## config.mk

```make
export PLATFORM = sky130hd
export DESIGN_NAME = pipe_buf
export DESIGN_NICKNAME = d
export VERILOG_FILES = /design/src/rtl/pipe_buf_pkg.sv /design/src/rtl/pipe_buf_stage.sv /design/src/rtl/pipe_buf.sv
export SDC_FILE = /design/constraint.sdc
export NUM_CORES = 1
export LEC_CHECK = 0
export BUFFER_PORTS_ARGS = -buffer_cell sky130_fd_sc_hd__buf_2
export CAP_MARGIN = 20
export CELL_PAD_IN_SITES_DETAIL_PLACEMENT = 1
export CELL_PAD_IN_SITES_GLOBAL_PLACEMENT = 1
export CORE_ASPECT_RATIO = 1.25
export CORE_MARGIN = 3
export CORE_UTILIZATION = 40
export CTS_CLUSTER_SIZE = 10
export DETAILED_ROUTE_END_ITERATION = 7
export PLACE_DENSITY = 0.85
export SLEW_MARGIN = 0
export SYNTH_ARGS = -nofsm -noshare
export SYNTH_HDL_FRONTEND = slang
export SYNTH_SLANG_ARGS = --single-unit
export TNS_END_PERCENT = 30
```

## constraint.sdc

```tcl
create_clock -name i_clk -period 2.3 [get_ports i_clk]
set_clock_uncertainty 0.1 [all_clocks]
set_input_delay 0.115 -clock i_clk [delete_from_list [all_inputs] [get_ports i_clk]]
set_output_delay 0.115 -clock i_clk [all_outputs]
set_load 0.02 [all_outputs]
```

## src/rtl/pipe_buf_pkg.sv

```systemverilog
// Shared constants and width helpers for the pipe_buf elastic register slice.
package pipe_buf_pkg;

  localparam int unsigned PB_BW_DATA_DEF = 32;
  localparam int unsigned PB_DEPTH_DEF   = 2;

  // Occupancy counter width: must represent 0..depth inclusive.
  function automatic int unsigned cnt_width(input int unsigned depth);
    return $clog2(depth + 1);
  endfunction

endpackage

```

## src/rtl/pipe_buf_stage.sv

```systemverilog
// One valid/data register stage of pipe_buf with its stage-local ready term.
module pipe_buf_stage #(
  parameter int unsigned          BW_DATA = 32,
  parameter logic [BW_DATA-1:0]   RST_VAL = '0
) (
  input  logic               i_clk,
  input  logic               i_rst,
  input  logic               i_flush,
  input  logic               i_valid,
  input  logic [BW_DATA-1:0] i_data,
  input  logic               i_ready,
  output logic               o_ready,
  output logic               o_valid,
  output logic [BW_DATA-1:0] o_data
);

  logic               v_q, v_d;
  logic [BW_DATA-1:0] d_q, d_d;

  // An empty stage always accepts, so bubbles collapse under a stalled output.
  assign o_ready = ~v_q | i_ready;

  always_comb begin
    v_d = v_q;
    d_d = d_q;
    if (o_ready) begin
      v_d = i_valid;
    end
    if (o_ready && i_valid && !i_flush) begin
      d_d = i_data;
    end
    if (i_flush) begin
      v_d = 1'b0;
    end
  end

  always_ff @(posedge i_clk) begin
    if (i_rst) begin
      v_q <= 1'b0;
      d_q <= RST_VAL;
    end else begin
      v_q <= v_d;
      d_q <= d_d;
    end
  end

  assign o_valid = v_q;
  assign o_data  = d_q;

endmodule

```

## src/rtl/pipe_buf.sv

```systemverilog
// Elastic pipeline buffer: DEPTH chained valid/ready stages with flush and occupancy count.
module pipe_buf
  import pipe_buf_pkg::*;
#(
  parameter int unsigned        BW_DATA = PB_BW_DATA_DEF,
  parameter int unsigned        DEPTH   = PB_DEPTH_DEF,
  parameter logic [BW_DATA-1:0] RST_VAL = '0,
  localparam int unsigned       BW_CNT  = cnt_width(DEPTH)
) (
  input  logic               i_clk,
  input  logic               i_rst,
  input  logic               i_valid,
  output logic               o_ready,
  input  logic [BW_DATA-1:0] i_data,
  output logic               o_valid,
  input  logic               i_ready,
  output logic [BW_DATA-1:0] o_data,
  input  logic               i_flush,
  output logic [BW_CNT-1:0]  o_count
);

  // Index 0 of each chain is the upstream side; index DEPTH is the output side.
  logic [DEPTH:0]     rdy;
  logic [DEPTH:0]     vld;
  logic [BW_DATA-1:0] dat [DEPTH+1];

  assign rdy[DEPTH] = i_ready;
  assign vld[0]     = i_valid;
  assign dat[0]     = i_data;

  for (genvar k = 0; k < DEPTH; k++) begin : g_stage
    pipe_buf_stage #(
      .BW_DATA (BW_DATA),
      .RST_VAL (RST_VAL)
    ) u_stage (
      .i_clk   (i_clk),
      .i_rst   (i_rst),
      .i_flush (i_flush),
      .i_valid (vld[k]),
      .i_data  (dat[k]),
      .i_ready (rdy[k+1]),
      .o_ready (rdy[k]),
      .o_valid (vld[k+1]),
      .o_data  (dat[k+1])
    );
  end

  assign o_ready = rdy[0] | i_flush;
  assign o_valid = vld[DEPTH];
  assign o_data  = dat[DEPTH];

  logic              in_fire, out_fire;
  logic [BW_CNT-1:0] cnt_q, cnt_d;

  assign in_fire  = i_valid & o_ready;
  assign out_fire = o_valid & i_ready;

  always_comb begin
    cnt_d = cnt_q + BW_CNT'(in_fire) - BW_CNT'(out_fire);
    if (i_flush) begin
      cnt_d = '0;
    end
  end

  always_ff @(posedge i_clk) begin
    if (i_rst) begin
      cnt_q <= '0;
    end else begin
      cnt_q <= cnt_d;
    end
  end

  assign o_count = cnt_q;

  a_count_matches_valids : assert property (
    @(posedge i_clk) disable iff (i_rst)
      cnt_q == BW_CNT'($countones(vld[DEPTH:1]))
  );

endmodule
```

After elaboration in Yosys (flattened, before gate mapping). Index checks and enable logic that the tools add are counted. Widths: inputs -> output; s select.

Register bits: 68. Bits in latches: 0. Bits in writable memories: 0. Bits in read-only memories: 0. Bits of input ports: 37. Output and inout port bits: 36. Word-level logic and storage cells: 20. Memories: 0.

$add $sub $neg: 2. $mul: 0. Div/mod/pow operators: 0. Order comparisons: 0. Eq/ne operators: 0. Shift-type cells: 0. Multiplexer cells: 0. Bitwise operators: 7. Reduce and logical (&&, ||, !) cells: 6.

Operators by type and width (number): $logic_and 1x1->1 (4); $or 1x1->1 (3); $add 2x1->2 (1); $and 1x1->1 (2); $not 1->1 (2); $reduce_or 2->1 (1); $sub 2x1->2 (1); $logic_not 1->1 (1).

Depth between registers and ports, before layout.
Depth after elaboration: 7. Depth in mapped cells: 11. Gate-level depth less buffers: 9.

Modules after synthesis. A second synthesis with hierarchy kept.

Cells, all modules: 301. Area total of the unflattened synthesis: 3163.0 µm².

By module, submodules not included: pipe_buf_stage (instances 2, cells an instance 145, area each 1519.0 µm², sequential area each 660.6 µm²); pipe_buf (instances 1, cells an instance 11, area each 125.1 µm², sequential area each 40.0 µm²).

Worst setup path before layout. Ideal clock, no wire load.

Path kind: register -> register. Start point: reg g_stage[1].u_stage.v_q. End point: reg cnt_q[1], in the netlist o_count[1]. Setup time: 0.118 ns. Arrival: 1.960 ns. Required time: 2.082 ns. Slack: 0.123 ns. Cell stages (with the launch flop): 12. Path buffers: 2. Clock period less this slack: 2.177 ns. Path through: dfxtp_1 nor2b_1 buf_6 buf_2 nand2_1 nand2_1 ha_1 inv_1 ha_1 xor2_1 xnor2_1 nor3_1.

Cells in the longest elaborated chain, start to end: 7. Elaborated cells on any way between the ends: 8. Classes of those cells: add/sub: 2; bitwise: 6.

Ends and longest elaborated chain: start: declaration (line pipe_buf_stage.sv:17) `logic v_q, v_d;`; start signal: assignment (line pipe_buf_stage.sv:42) `v_q <= v_d;`; $not 1->1 (line pipe_buf_stage.sv:21) `assign o_ready = ~v_q | i_ready;`; $or 1x1->1 (2 in series) (line pipe_buf_stage.sv:21); $or 1x1->1 (line pipe_buf.sv:48) `assign o_ready = rdy[0] | i_flush;`; net o_ready (line pipe_buf.sv:13) `output logic o_ready,`; $and 1x1->1 (line pipe_buf.sv:55) `assign in_fire = i_valid & o_ready;`; $add 2x1->2 (line pipe_buf.sv:59) `cnt_d = cnt_q + BW_CNT'(in_fire) - BW_CNT'(out_fire);`; $sub 2x1->2 (line pipe_buf.sv:59); end signal: assignment (line pipe_buf.sv:69) `cnt_q <= cnt_d;`; end: declaration (line pipe_buf.sv:53) `logic [BW_CNT-1:0] cnt_q, cnt_d;`.

The timed path passes the listed nets, and every way through them passes these cells. A chain may end at the register's enable or synchronous reset.

Worst setup path in the final report.
Start point: reg g_stage[0].u_stage.v_q. End point: reg cnt_q[1], in the netlist o_count[1].

Cells in the longest elaborated chain, start to end: 6.

Ends and longest elaborated chain (line): start: declaration (pipe_buf_stage.sv:17); start signal: assignment (pipe_buf_stage.sv:42); $not 1->1 (pipe_buf_stage.sv:21); $or 1x1->1 (pipe_buf_stage.sv:21); $or 1x1->1 (pipe_buf.sv:48); $and 1x1->1 (pipe_buf.sv:55); $add 2x1->2 (pipe_buf.sv:59); $sub 2x1->2 (pipe_buf.sv:59).

No other way between the ends.

==> key figures <==
Critical path
  – Critical path launch point type: flip-flop
  – Critical Path RT: 2.43 ns
  – Worst Path Class, Setup: reg -> reg
  – Crit-path max FO: 5
  – Crit. End Element: flip-flop
  – WP data arrival: 1.95 ns

Power and ir drop
  – Power Total: 2.40 mW
  – VDD IR-drop max: 397 µV
  – Leakage: 1.53 nW
  – P per Cell Area: 637 nW/µm²

CTS
  – Clock Pin Slew Worst Setup and Hold Paths: 0.07 ns
  – Resized cells post-CTS: 0
  – Clock root buffer: clkbuf_8
  – Htree depth: 3
  – Worst-skew pair later-pin latency: 0.34 ns
  – Bufs on Longest Clock Path: 2
  – Clock tree sinks: 68
  – Setup Buffers After CTS: 0
  – TritonCTS clock tree: yes
  – CTS buffer count: 9

STA
  – Final period utilization: 79.2%
  – Pins Over Slew Limit: 0
  – Setup TNS: 0 ns
  – Tmin final: 1.82 ns
  – F_max: 0.549 GHz
  – Final setup viols: 0
  – Slew HR: 56.8%
  – PnR worst setup slack: 0.478 ns
  – Worst Max-Slew Pin Slew: 0.647 ns
  – Unrepaired setup endpoints after global routing: false
  – Final-report hold violation count: 0

Logic synthesis
  – Area of the mapped netlist: 3120 µm²
  – Net Count, Synth: 379
  – Synth warn: 0
  – Syn avg cell area: 9.18 µm²
  – Distinct cells, synth: 25
  – Cells after Synth: 340
  – Synth Register Bits: 68
  – Seq/Total Area, Yosys: 43.6%

Finish
  – Filler Cells Inserted: 872
  – Cell area after layout: 3770 µm²
  – Layout overhead on the synthesized area: 20.9%
  – Layout cells sized above 1: 23.3%
  – Final Core Density: 50.4%
  – Layout Nets: 443
  – Number of diodes: 0

Hold path
  – Worst min path class: in -> reg

Drt
  – DR WL/cell: 15.1 µm
  – Final wirelength: 7.57 mm
  – ANT nets after route: 0
  – First drt pass iteration count: 4
  – Vias per cell: 4.99
  – DRC: 0
  – DR vias: 2495
  – Initial drt markers: 104

Placed design
  – Hpwl dp: 4.77 mm
  – Area post-placement: 3250 µm²
  – Place WS: 0.483 ns
  – GP Congestion: 0.748
  – Count of input and output buffers: 72

Global routing
  – Met2 usage: 31.2%
  – First-pass GRT wire length: 12.4 mm
  – GRT met1 Usage: 20.0%
  – Top Usage Layer GRT: met2
  – GRT met3 Usage: 2.52%
  – Initial antenna violation count: 0
  – Total GRT Usage: 17.4%
  – Grt ovf: 0
  – Pin count of the biggest net entering global routing: 70
  – Number of global-route vias before repair: 2636

Floorplan
  – Die Span Y: 105 µm
  – I/O pin cnt: 73
  – Initial Util: 41.7%
  – Die width: 85.0 µm
  – Core area: 7490 µm²
  – Row cnt: 35
  – Die area: 8910 µm²

Flow run
  – Max-cap violations: 0

Run status
  – Outcome: completed
-- cell usage in the layout (no fill, tap or decap), types with 6 or more instances in the layout --
| cell | n |
|---|---|
| nand3_1 | 32 |
| clkbuf_8 | 10 |
| nand2b_1 | 66 |
| a21oi_1 | 33 |
| dfxtp_1 | 68 |
| buf_4 | 6 |
| buf_2 | 72 |
| o21ai_0 | 26 |
| mux2i_1 | 32 |
| o21ai_1 | 6 |
| dlygate4sd3_1 | 34 |
-- power by group --
group          internal [mW]  switching [mW]
logic                  0.125           0.104
clock network          0.524           0.418
registers               1.21          0.0193
-- area by class of cell --
type	instances	area [µm²]	share of cell area (%)
Sequential cell	68	1360	36.1
Multi-Input combinational cell	211	1340	35.6
Timing Repair Buffer	113	766	20.3
Clock buffer	13	149	3.95
Tap cell	92	115	3.05
Clock inverter	2	35.0	0.928
Inverter	1	3.75	0.0995
-- registers in the layout, indices dropped and copies added, names as in the netlist --
name / cells
g_stage.u_stage.o_data: 64
g_stage.u_stage.o_valid: 2
o_count: 2
-- final timing paths --
| path | startpoint | endpoint | slack (ns) | cells past startpoint |
|---|---|---|---|---|
| setup / recovery | g_stage[0].u_stage.o_valid | o_count[1] | 0.48 | 9 |
| hold / removal | i_rst | g_stage[1].u_stage.o_data[19] | 0.14 | 2 |
| setup reg to reg | g_stage[0].u_stage.o_valid | o_count[1] | 0.48 | 9 |
| hold reg to reg | g_stage[0].u_stage.o_data[2] | g_stage[1].u_stage.o_data[2] | 0.37 | 2 |
-- through the flow --
| stage | hold slack [ns] | std cells |
|---|---|---|
| after CTS | 0.125 | 500 |
| after global placement | 0.278 | 451 |
| after floorplan | 0.0911 | 340 |
| after global routing | 0.172 | 500 |
| after detailed placement | 0.283 | 451 |
| final | 0.137 | 500 |
-- worst max-delay path, stage by stage, from the launching register on --
cell and delay [ns]:
dfxtp_1 0.44, nor2b_2 0.22, nand2_1 0.09, nand2_1 0.08, ha_1 0.22, inv_1 0.05, ha_1 0.15, xor2_1 0.17
xnor2_1 0.13, nor3_1 0.06
-- cell usage after synthesis --
cell | count | share of area (%)
a21oi_1 | 33 | 5.3
a21oi_4 | 1 | 0.52
and2_1 | 1 | 0.20
buf_1 | 3 | 0.36
buf_12 | 3 | 1.9
buf_2 | 4 | 0.64
buf_4 | 35 | 8.4
buf_6 | 1 | 0.36
clkbuf_1 | 14 | 1.7
dfxtp_1 | 68 | 44
ha_1 | 2 | 0.80
inv_1 | 1 | 0.12
mux2i_1 | 32 | 10
nand2_1 | 2 | 0.24
nand2b_1 | 66 | 13
nand2b_2 | 1 | 0.28
nand3_1 | 32 | 5.1
nor2_1 | 1 | 0.12
nor2b_1 | 2 | 0.40
nor3_1 | 3 | 0.48
nor3b_1 | 1 | 0.24
o21ai_0 | 26 | 4.2
o21ai_1 | 6 | 0.96
xnor2_1 | 1 | 0.28
xor2_1 | 1 | 0.28
-- repair_timing --
action	in CTS	in global routing
endpoints found under the setup margin	0	0
hold endpoints to repair	36	0
hold buffers	34	0
-- logic make-up (layout without fill, tap and decap cells) --
family	count (synthesis)	after routing	synth area share, %
AOI/OAI and AO/OA	66	66	10.9
muxes	32	32	10.3
DFF	68	68	43.6
buffers and inverters	61	129	13.5
xor gates and xnor gates	2	2	0.561
and+or+nand+nor	109	109	20.3
adders and majority gates	2	2	0.801
-- metal layers --
layer  wire (µm)  up-vias  part of all wire (%)
li1            -     1229                     -
met1        3200     1204                    42
met5           0        -                     0
met2        3980       52                    53
met4         133        0                   1.8
met3         253       10                   3.3
(Power assumes the default switching activity.)
